### config.mk
export PLATFORM = sky130hd
export DESIGN_NAME = inst_fetch_ctrl
export DESIGN_NICKNAME = d
export VERILOG_FILES = /design/src/rtl/inst_fetch_ctrl_pkg.sv /design/src/rtl/inst_fetch_buf.sv /design/src/rtl/inst_fetch_ctrl.sv
export SDC_FILE = /design/constraint.sdc
export NUM_CORES = 1
export LEC_CHECK = 0
export CAP_MARGIN = 20
export CORE_MARGIN = 3
export CORE_UTILIZATION = 30
export CTS_CLUSTER_DIAMETER = 60
export CTS_CLUSTER_SIZE = 10
export DETAILED_ROUTE_END_ITERATION = 16
export HOLD_SLACK_MARGIN = 0.15
export PLACE_DENSITY_LB_ADDON = 0.05
export SLEW_MARGIN = 30
export SYNTH_ARGS = -nofsm -noshare
export SYNTH_HDL_FRONTEND = slang
export SYNTH_SLANG_ARGS = --single-unit
### constraint.sdc
create_clock -name clk -period 4.5 [get_ports clk]
set_input_delay 0.9 -clock clk [delete_from_list [all_inputs] [get_ports clk]]
set_output_delay 0.9 -clock clk [all_outputs]
set_load 0.01 [all_outputs]
### src/rtl/inst_fetch_ctrl_pkg.sv
// Shared constants for the instruction fetch controller: FSM encodings,
// reset PC, and the legacy enable/stall-index constants.
package inst_fetch_ctrl_pkg;

    localparam logic [2:0] ST_IDLE    = 3'd0;
    localparam logic [2:0] ST_REQ     = 3'd1;
    localparam logic [2:0] ST_WAIT    = 3'd2;
    localparam logic [2:0] ST_HOLD    = 3'd3;
    localparam logic [2:0] ST_DISCARD = 3'd4;

    localparam logic [31:0] RESET_PC_DEF = 32'hBFC00000;

    localparam logic RST_ENABLE  = 1'b1;
    localparam logic CHIP_ENABLE = 1'b1;

    // Stall vector bit positions; ID is the stage that consumes inst_o.
    localparam int STALL_PC = 0;
    localparam int STALL_ID = 1;

endpackage

### src/rtl/inst_fetch_buf.sv
// Single-entry holding register for an instruction that returned while
// decode was stalled. Clear wins over load.
module inst_fetch_buf #(
    parameter int W = 32
) (
    input  logic         clk,
    input  logic         rst,
    input  logic         load,
    input  logic         clr,
    input  logic [W-1:0] din,
    output logic [W-1:0] dout,
    output logic         valid
);

    always_ff @(posedge clk or posedge rst) begin
        if (rst) begin
            dout  <= '0;
            valid <= 1'b0;
        end else if (clr) begin
            dout  <= '0;
            valid <= 1'b0;
        end else if (load) begin
            dout  <= din;
            valid <= 1'b1;
        end
    end

endmodule

### src/rtl/inst_fetch_ctrl.sv
// Instruction fetch sequencer for an SRAM-like bus (req/addr_ok/data_ok).
// Optional misaligned-PC trap: define FETCH_ADEL_CHECK_EN to add fetch_adel_o.
module inst_fetch_ctrl
    import inst_fetch_ctrl_pkg::*;
#(
    parameter int                ADDR_W   = 32,
    parameter logic [ADDR_W-1:0] RESET_PC = RESET_PC_DEF
) (
    input  logic              clk,
    input  logic              rst,
    input  logic [ADDR_W-1:0] pc_i,
    input  logic              pc_ce_i,
    input  logic              redirect_i,
    input  logic [5:0]        stall_i,
    output logic              stallreq_o,
    output logic              inst_req_o,
    output logic [ADDR_W-1:0] inst_addr_o,
    input  logic              inst_addr_ok_i,
    input  logic              inst_data_ok_i,
    input  logic [31:0]       inst_rdata_i,
    output logic [31:0]       inst_o,
    output logic              inst_valid_o
`ifdef FETCH_ADEL_CHECK_EN
    ,
    output logic              fetch_adel_o
`endif
);

    logic [2:0]  state_reg;
    logic [2:0]  state_next;
    logic        load_addr;
    logic        deliver_rdata;
    logic        deliver_buf;
    logic        buf_load;
    logic        buf_clr;
    logic        buf_valid;
    logic [31:0] buf_data;
    logic        ce;
    logic        id_stall;
`ifdef FETCH_ADEL_CHECK_EN
    logic        adel_fire;
`endif

    logic unused_stall_bits;
    assign unused_stall_bits = &{1'b0, stall_i[5:2], stall_i[STALL_PC]};

    assign ce       = (pc_ce_i == CHIP_ENABLE);
    assign id_stall = stall_i[STALL_ID];

    inst_fetch_buf #(.W(32)) u_buf (
        .clk   (clk),
        .rst   (rst),
        .load  (buf_load),
        .clr   (buf_clr),
        .din   (inst_rdata_i),
        .dout  (buf_data),
        .valid (buf_valid)
    );

    // pc_i is expected to already carry the redirect target in the cycle
    // redirect_i is high, so every load below samples the address to fetch.
    always_comb begin
        state_next    = state_reg;
        load_addr     = 1'b0;
        deliver_rdata = 1'b0;
        deliver_buf   = 1'b0;
        buf_load      = 1'b0;
        buf_clr       = 1'b0;
`ifdef FETCH_ADEL_CHECK_EN
        adel_fire     = 1'b0;
`endif
        case (state_reg)
            ST_IDLE: begin
                if (ce) begin
                    state_next = ST_REQ;
                    load_addr  = 1'b1;
                end
            end
            ST_REQ: begin
                if (redirect_i) begin
                    if (inst_addr_ok_i) state_next = ST_DISCARD;
                    else                load_addr  = 1'b1;
                end else if (!ce) begin
                    state_next = inst_addr_ok_i ? ST_DISCARD : ST_IDLE;
                end else if (inst_addr_ok_i) begin
                    state_next = ST_WAIT;
                end
            end
            ST_WAIT: begin
                if (redirect_i) begin
                    if (inst_data_ok_i) begin
                        state_next = ST_REQ;
                        load_addr  = 1'b1;
                    end else begin
                        state_next = ST_DISCARD;
                    end
                end else if (inst_data_ok_i) begin
                    if (!ce) begin
                        state_next = ST_IDLE;
                    end else if (id_stall) begin
                        buf_load   = 1'b1;
                        state_next = ST_HOLD;
                    end else begin
                        deliver_rdata = 1'b1;
                        state_next    = ST_REQ;
                        load_addr     = 1'b1;
                    end
                end else if (!ce) begin
                    state_next = ST_DISCARD;
                end
            end
            ST_HOLD: begin
                if (redirect_i) begin
                    buf_clr    = 1'b1;
                    state_next = ST_REQ;
                    load_addr  = 1'b1;
                end else if (!ce) begin
                    buf_clr    = 1'b1;
                    state_next = ST_IDLE;
                end else if (!id_stall && buf_valid) begin
                    deliver_buf = 1'b1;
                    buf_clr     = 1'b1;
                    state_next  = ST_REQ;
                    load_addr   = 1'b1;
                end
            end
            ST_DISCARD: begin
                if (inst_data_ok_i) begin
                    state_next = ce ? ST_REQ : ST_IDLE;
                    load_addr  = ce;
                end
            end
            default: state_next = ST_IDLE;
        endcase
`ifdef FETCH_ADEL_CHECK_EN
        // A misaligned target never reaches the bus; if an instruction is
        // being delivered this cycle, the trap is raised from IDLE next cycle.
        if (load_addr && (pc_i[1:0] != 2'b00)) begin
            load_addr  = 1'b0;
            state_next = ST_IDLE;
            adel_fire  = !(deliver_rdata || deliver_buf);
        end
`endif
    end

    assign stallreq_o = (state_reg == ST_REQ) || (state_reg == ST_DISCARD) ||
                        ((state_reg == ST_WAIT) && !(inst_data_ok_i && !redirect_i));

    always_ff @(posedge clk or posedge rst) begin
        if (rst) begin
            state_reg    <= ST_IDLE;
            inst_req_o   <= 1'b0;
            inst_addr_o  <= RESET_PC;
            inst_o       <= 32'h0;
            inst_valid_o <= 1'b0;
`ifdef FETCH_ADEL_CHECK_EN
            fetch_adel_o <= 1'b0;
`endif
        end else begin
            state_reg    <= state_next;
            inst_req_o   <= (state_next == ST_REQ);
            if (load_addr) inst_addr_o <= pc_i;
            inst_valid_o <= deliver_rdata || deliver_buf;
            if (deliver_rdata)    inst_o <= inst_rdata_i;
            else if (deliver_buf) inst_o <= buf_data;
`ifdef FETCH_ADEL_CHECK_EN
            fetch_adel_o <= adel_fire;
            if (adel_fire) begin
                inst_o       <= 32'h0;
                inst_valid_o <= 1'b1;
            end
`endif
        end
    end

endmodule

After elaboration in Yosys (flattened, before gate mapping) --
Index checks and enable logic that the tools add are counted.
Word-level totals: output and inout port bits 67, flip-flop bits (word level) 102, input bits 76, logic and storage cells 73
Operators by class: mux-type cells 49, reductions and logical operators 12, equality and inequality tests 5
Operator list (number):
- $mux 32 | 4
- $mux 3 | 14
- $mux 1 | 27
- $pmux 3 s5 | 1
- $eq 3x1->1 const B | 2
- $eq 3x2->1 const B | 2
- $pmux 1 s5 | 1
- $mux 2 | 2
- $reduce_bool 2->1 | 2
- $eq 3x3->1 const B | 1
- $logic_and 1x1->1 | 3
- $logic_not 1->1 | 3
- $logic_not 3->1 | 1
- $logic_or 1x1->1 | 3

Logic depth before layout (Yosys ltp) --
depth in word-level cells 8, mapped depth 8, depth with buffers taken out 5

Hierarchy --
Synthesis repeated with hierarchy kept, for this count alone.
Unflattened totals: cell total of the unflattened synthesis 326, area total of the unflattened synthesis 4605.7 µm²
By module, submodules not included:
- inst_fetch_ctrl | times used 1, cells each 218, area each 3238.1 µm², sequential area each 1737.9 µm²
- inst_fetch_buf | times used 1, cells each 108, area each 1367.6 µm², sequential area each 825.8 µm²

Least setup slack after synthesis --
Ideal clock, no wire load.
path kind input to register, start in inst_data_ok_i, end reg inst_addr_o[0], data arrival time 2.234 ns, path buffers 2, data required time 4.375 ns, setup time 0.125 ns, path slack 2.141 ns, stages 7, cell sequence buf_2 nand2b_1 a32oi_1 o22ai_1 nor3_4 buf_6 mux2_4
Between the ends: longest elaborated chain between the ends 3, elaborated cells on any way between the ends 5, classes of those cells mux: 5
Ends and longest elaborated chain:
- start: declaration | RTL line inst_fetch_ctrl.sv:19 | input logic inst_data_ok_i,
- $mux 1 (on tied branches) | RTL line inst_fetch_ctrl.sv:97, inst_fetch_ctrl.sv:91
- $mux 1 | RTL line inst_fetch_ctrl.sv:90 | if (redirect_i) begin
- $pmux 1 s5 * | RTL line inst_fetch_ctrl.sv:72 | case (state_reg)
- end signal: assignment | RTL line inst_fetch_ctrl.sv:162 | if (load_addr) inst_addr_o <= pc_i;
- end: declaration | RTL line inst_fetch_ctrl.sv:17 | output logic [ADDR_W-1:0] inst_addr_o,
Every way passes the cells marked *; elsewhere a longest branch is shown, timed or not. A chain may end at the register's enable or synchronous reset.

Final worst setup path --
start in inst_data_ok_i, end out stallreq_o
Between the ends: longest elaborated chain between the ends 4
Ends and longest elaborated chain:
- $logic_and 1x1->1 | RTL line inst_fetch_ctrl.sv:147 | ((state_reg == ST_WAIT) && !(inst_data_ok_i && !redirect_i));
- $logic_not 1->1 | RTL line inst_fetch_ctrl.sv:147
- $logic_and 1x1->1 | RTL line inst_fetch_ctrl.sv:147
- $logic_or 1x1->1 | RTL line inst_fetch_ctrl.sv:146 | assign stallreq_o = (state_reg == ST_REQ) || (state_reg == ST_DISCARD) ||
- end: declaration | RTL line inst_fetch_ctrl.sv:15 | output logic stallreq_o,
Every way passes these cells.

==> run metrics <==
max-cap viol count 0; P per Cell Area 477 nW/um^2; mean area per synthesized cell 13.9 um^2; slowest CP cell clkdlybuf4s50_1; Yosys reg bits 102; uppermost layer routed met4; commonest non-fill, non-tap cell in the layout clkdlybuf4s50_1; Pins Over Slew Limit 0; GR Util All Layers 14.7%; first-pass GRT wire length 18,300 um; Mapped Cells 305; sequential share of the synthesized area 60.3%; Final Hold Viols 0; Die Y 125 um; crit share post-route 74.7%; Core Region 13,600 um^2; post-layout util 44.6%; critical path type primary input to output port; initial core utilization 31.3%; met2 WL 5140 um; leakage 2.89 nW; PostCTS Resize Cnt 0; Setup Fix Bufs, Post-CTS 0; Worst path most repeated cell clkdlybuf4s50_1; met1 wire length 4920 um; Root Buffer clkbuf_16; die area 15,600 um^2; worst-margin pin slew 0.817 ns; HP Class flop to flop; Vias 3,045; Post-DP Area 5760 um^2; Fillers 1,243; post-route cell area 6040 um^2; run status finished, final reports clean; CP Launch Type primary input; Hold WS 0.486 ns; unrepaired setup endpoints after global routing no; fmax 0.298 GHz; initial drt markers 247; vias per std cell 4.91; clk_lat worst skew 0.34 ns; CP required 3.60 ns; Net Sw Frac 26.1%; combinational share of power 30.5%; total power 2.88 mW; Post-Syn Area 4250 um^2; fin worst setup slack 1.14 ns; most frequent cells in the layout clkdlybuf4s50_1, dfrtp_1, inv_1; initial antenna violation count 0; mean routed wirelength per cell 17.8 um; I/O pins 143; worst path cell trace clkdlybuf4s50_1 -> nand2_1 -> a21oi_1 -> o21ai_0 -> clkdlybuf4s50_1; ANT cells 0; largest net degree at the start of global routing 66; Slew headroom 45.6%; total grt overflow 0; NumNets Final 515; CTS hold repair buffers 0; vias in the first global route 3,253; Final Skew 0.00694 ns; Die Span X 125 um; TritonCTS clock tree yes; internal power 2.13 mW; DRT Wirelength 11,100 um; pre-CTS WS 1.16 ns; DRC viols 0; clock share of power 26.5%; Max VDD drop 0.321 mV; Psw 0.751 mW; Final TNS setup 0 ns; critical path arrival 2.46 ns; number of CTS-inserted buffers 9; HPWL after DPL 7060 um; synth warn 0; Routability Congestion 0.771; clock period minus worst slack 3.36 ns; CP peak stage delay 0.61 ns; Syn Nets 381; # clock sinks 102; met3 WL 908 um; non-filler cells, final 620; Site Rows 42; Worst-path clk slew 0.06 ns; placed cells 604; drt first pass iters 7; Largest delay share family, worst path buffers and inverters; synth unique cells 37; setup violators final 0; layout cell share with drive strength beyond 1 15.8%; port bufs 137; Sequential Power Share 43.0%; crit end category output port; Largest regs inst_addr_o x32, inst_o x32, u_buf.dout x32; crit path buf inv count 2; CP max FO 9; Area Overhead vs Synth 42.2%; CTS max path bufs 2; H-tree depth 3; ANT nets after route 0
-- power by group through the flow --
stage          Clock (mW)  Sequential (mW)  Combinational, mW
4_1_cts             0.804             1.24              0.894
5_1_grt             0.840             1.27              0.939
3_5_place_dp            0             1.25              0.888
3_3_place_gp            0             1.24              0.889
6_report            0.765             1.24              0.878
2_1_floorplan           0             1.32              0.379
-- layout make-up --
class,count,area (um^2),share of cell area (%)
Inverter,37,141,2.34
Clock inverter,2,37.5,0.621
Timing Repair Buffer,145,1430,23.7
Tap cell,176,220,3.65
Clock buffer,14,244,4.04
Multi-Input combinational cell,144,1400,23.2
Sequential cell,102,2560,42.4
-- cells in the mapped netlist, drive strengths merged --
master   instances  share of area (%)
o211ai           1               0.18
a222oi          31                7.3
a21oi            8               0.94
mux2            32                 11
dfstp            9                5.6
inv             37                3.3
o21ai            3               0.35
and2             1               0.15
nor2b            3               0.62
dfrtp           93                 55
a22o            32                6.6
mux2i            2               0.47
nand2            8               0.71
nand2b           1               0.15
clkbuf           6               0.53
a32oi            1               0.21
nor2             8               0.94
nor3             2               0.62
buf             16                3.1
nand4            2               0.65
o31ai            1               0.18
a31oi            1               0.15
a21o             1               0.18
o2111ai          1               0.21
nor4b            1               0.35
and2b            1               0.18
o22ai            1               0.15
o32ai            2               0.41
-- routing by layer --
layer	GRT usage, %	vias to the layer above
met5	0	-
met4	3.64	0
met3	6.10	6
met2	21.9	115
met1	20.1	1519
li1	-	1405
-- worst reg2reg max path, cell delays in order (launching register included) --
cell and delay (ns):
dfrtp_1 0.56, inv_1 0.20, nand4_4 0.15, nor2_2 0.06
nor2_2 0.60, buf_4 0.38, a22o_1 0.18
-- logic make-up after synthesis --
logic type             count (synthesis)  synth area share (%)
DFF                                  102                  60.3
AOI/OAI and AO/OA                     83                  16.8
buffers and inverters                 59                  6.86
muxes                                 34                  11.6
and+or+nand+nor                       27                  4.36
-- final timing paths --
kind,startpoint,to,slack [ns],cells past startpoint
max in group asynchronous,rst,inst_addr_o[26],2.59,3
max,inst_data_ok_i,stallreq_o,1.14,5
max reg2reg,state_reg[0],u_buf.dout[20],2.32,6
min reg2reg,u_buf.dout[30],inst_o[30],0.49,2
min,u_buf.dout[30],inst_o[30],0.49,2
min in group asynchronous,rst,inst_o[23],1.08,2
(Power assumes the default switching activity.)
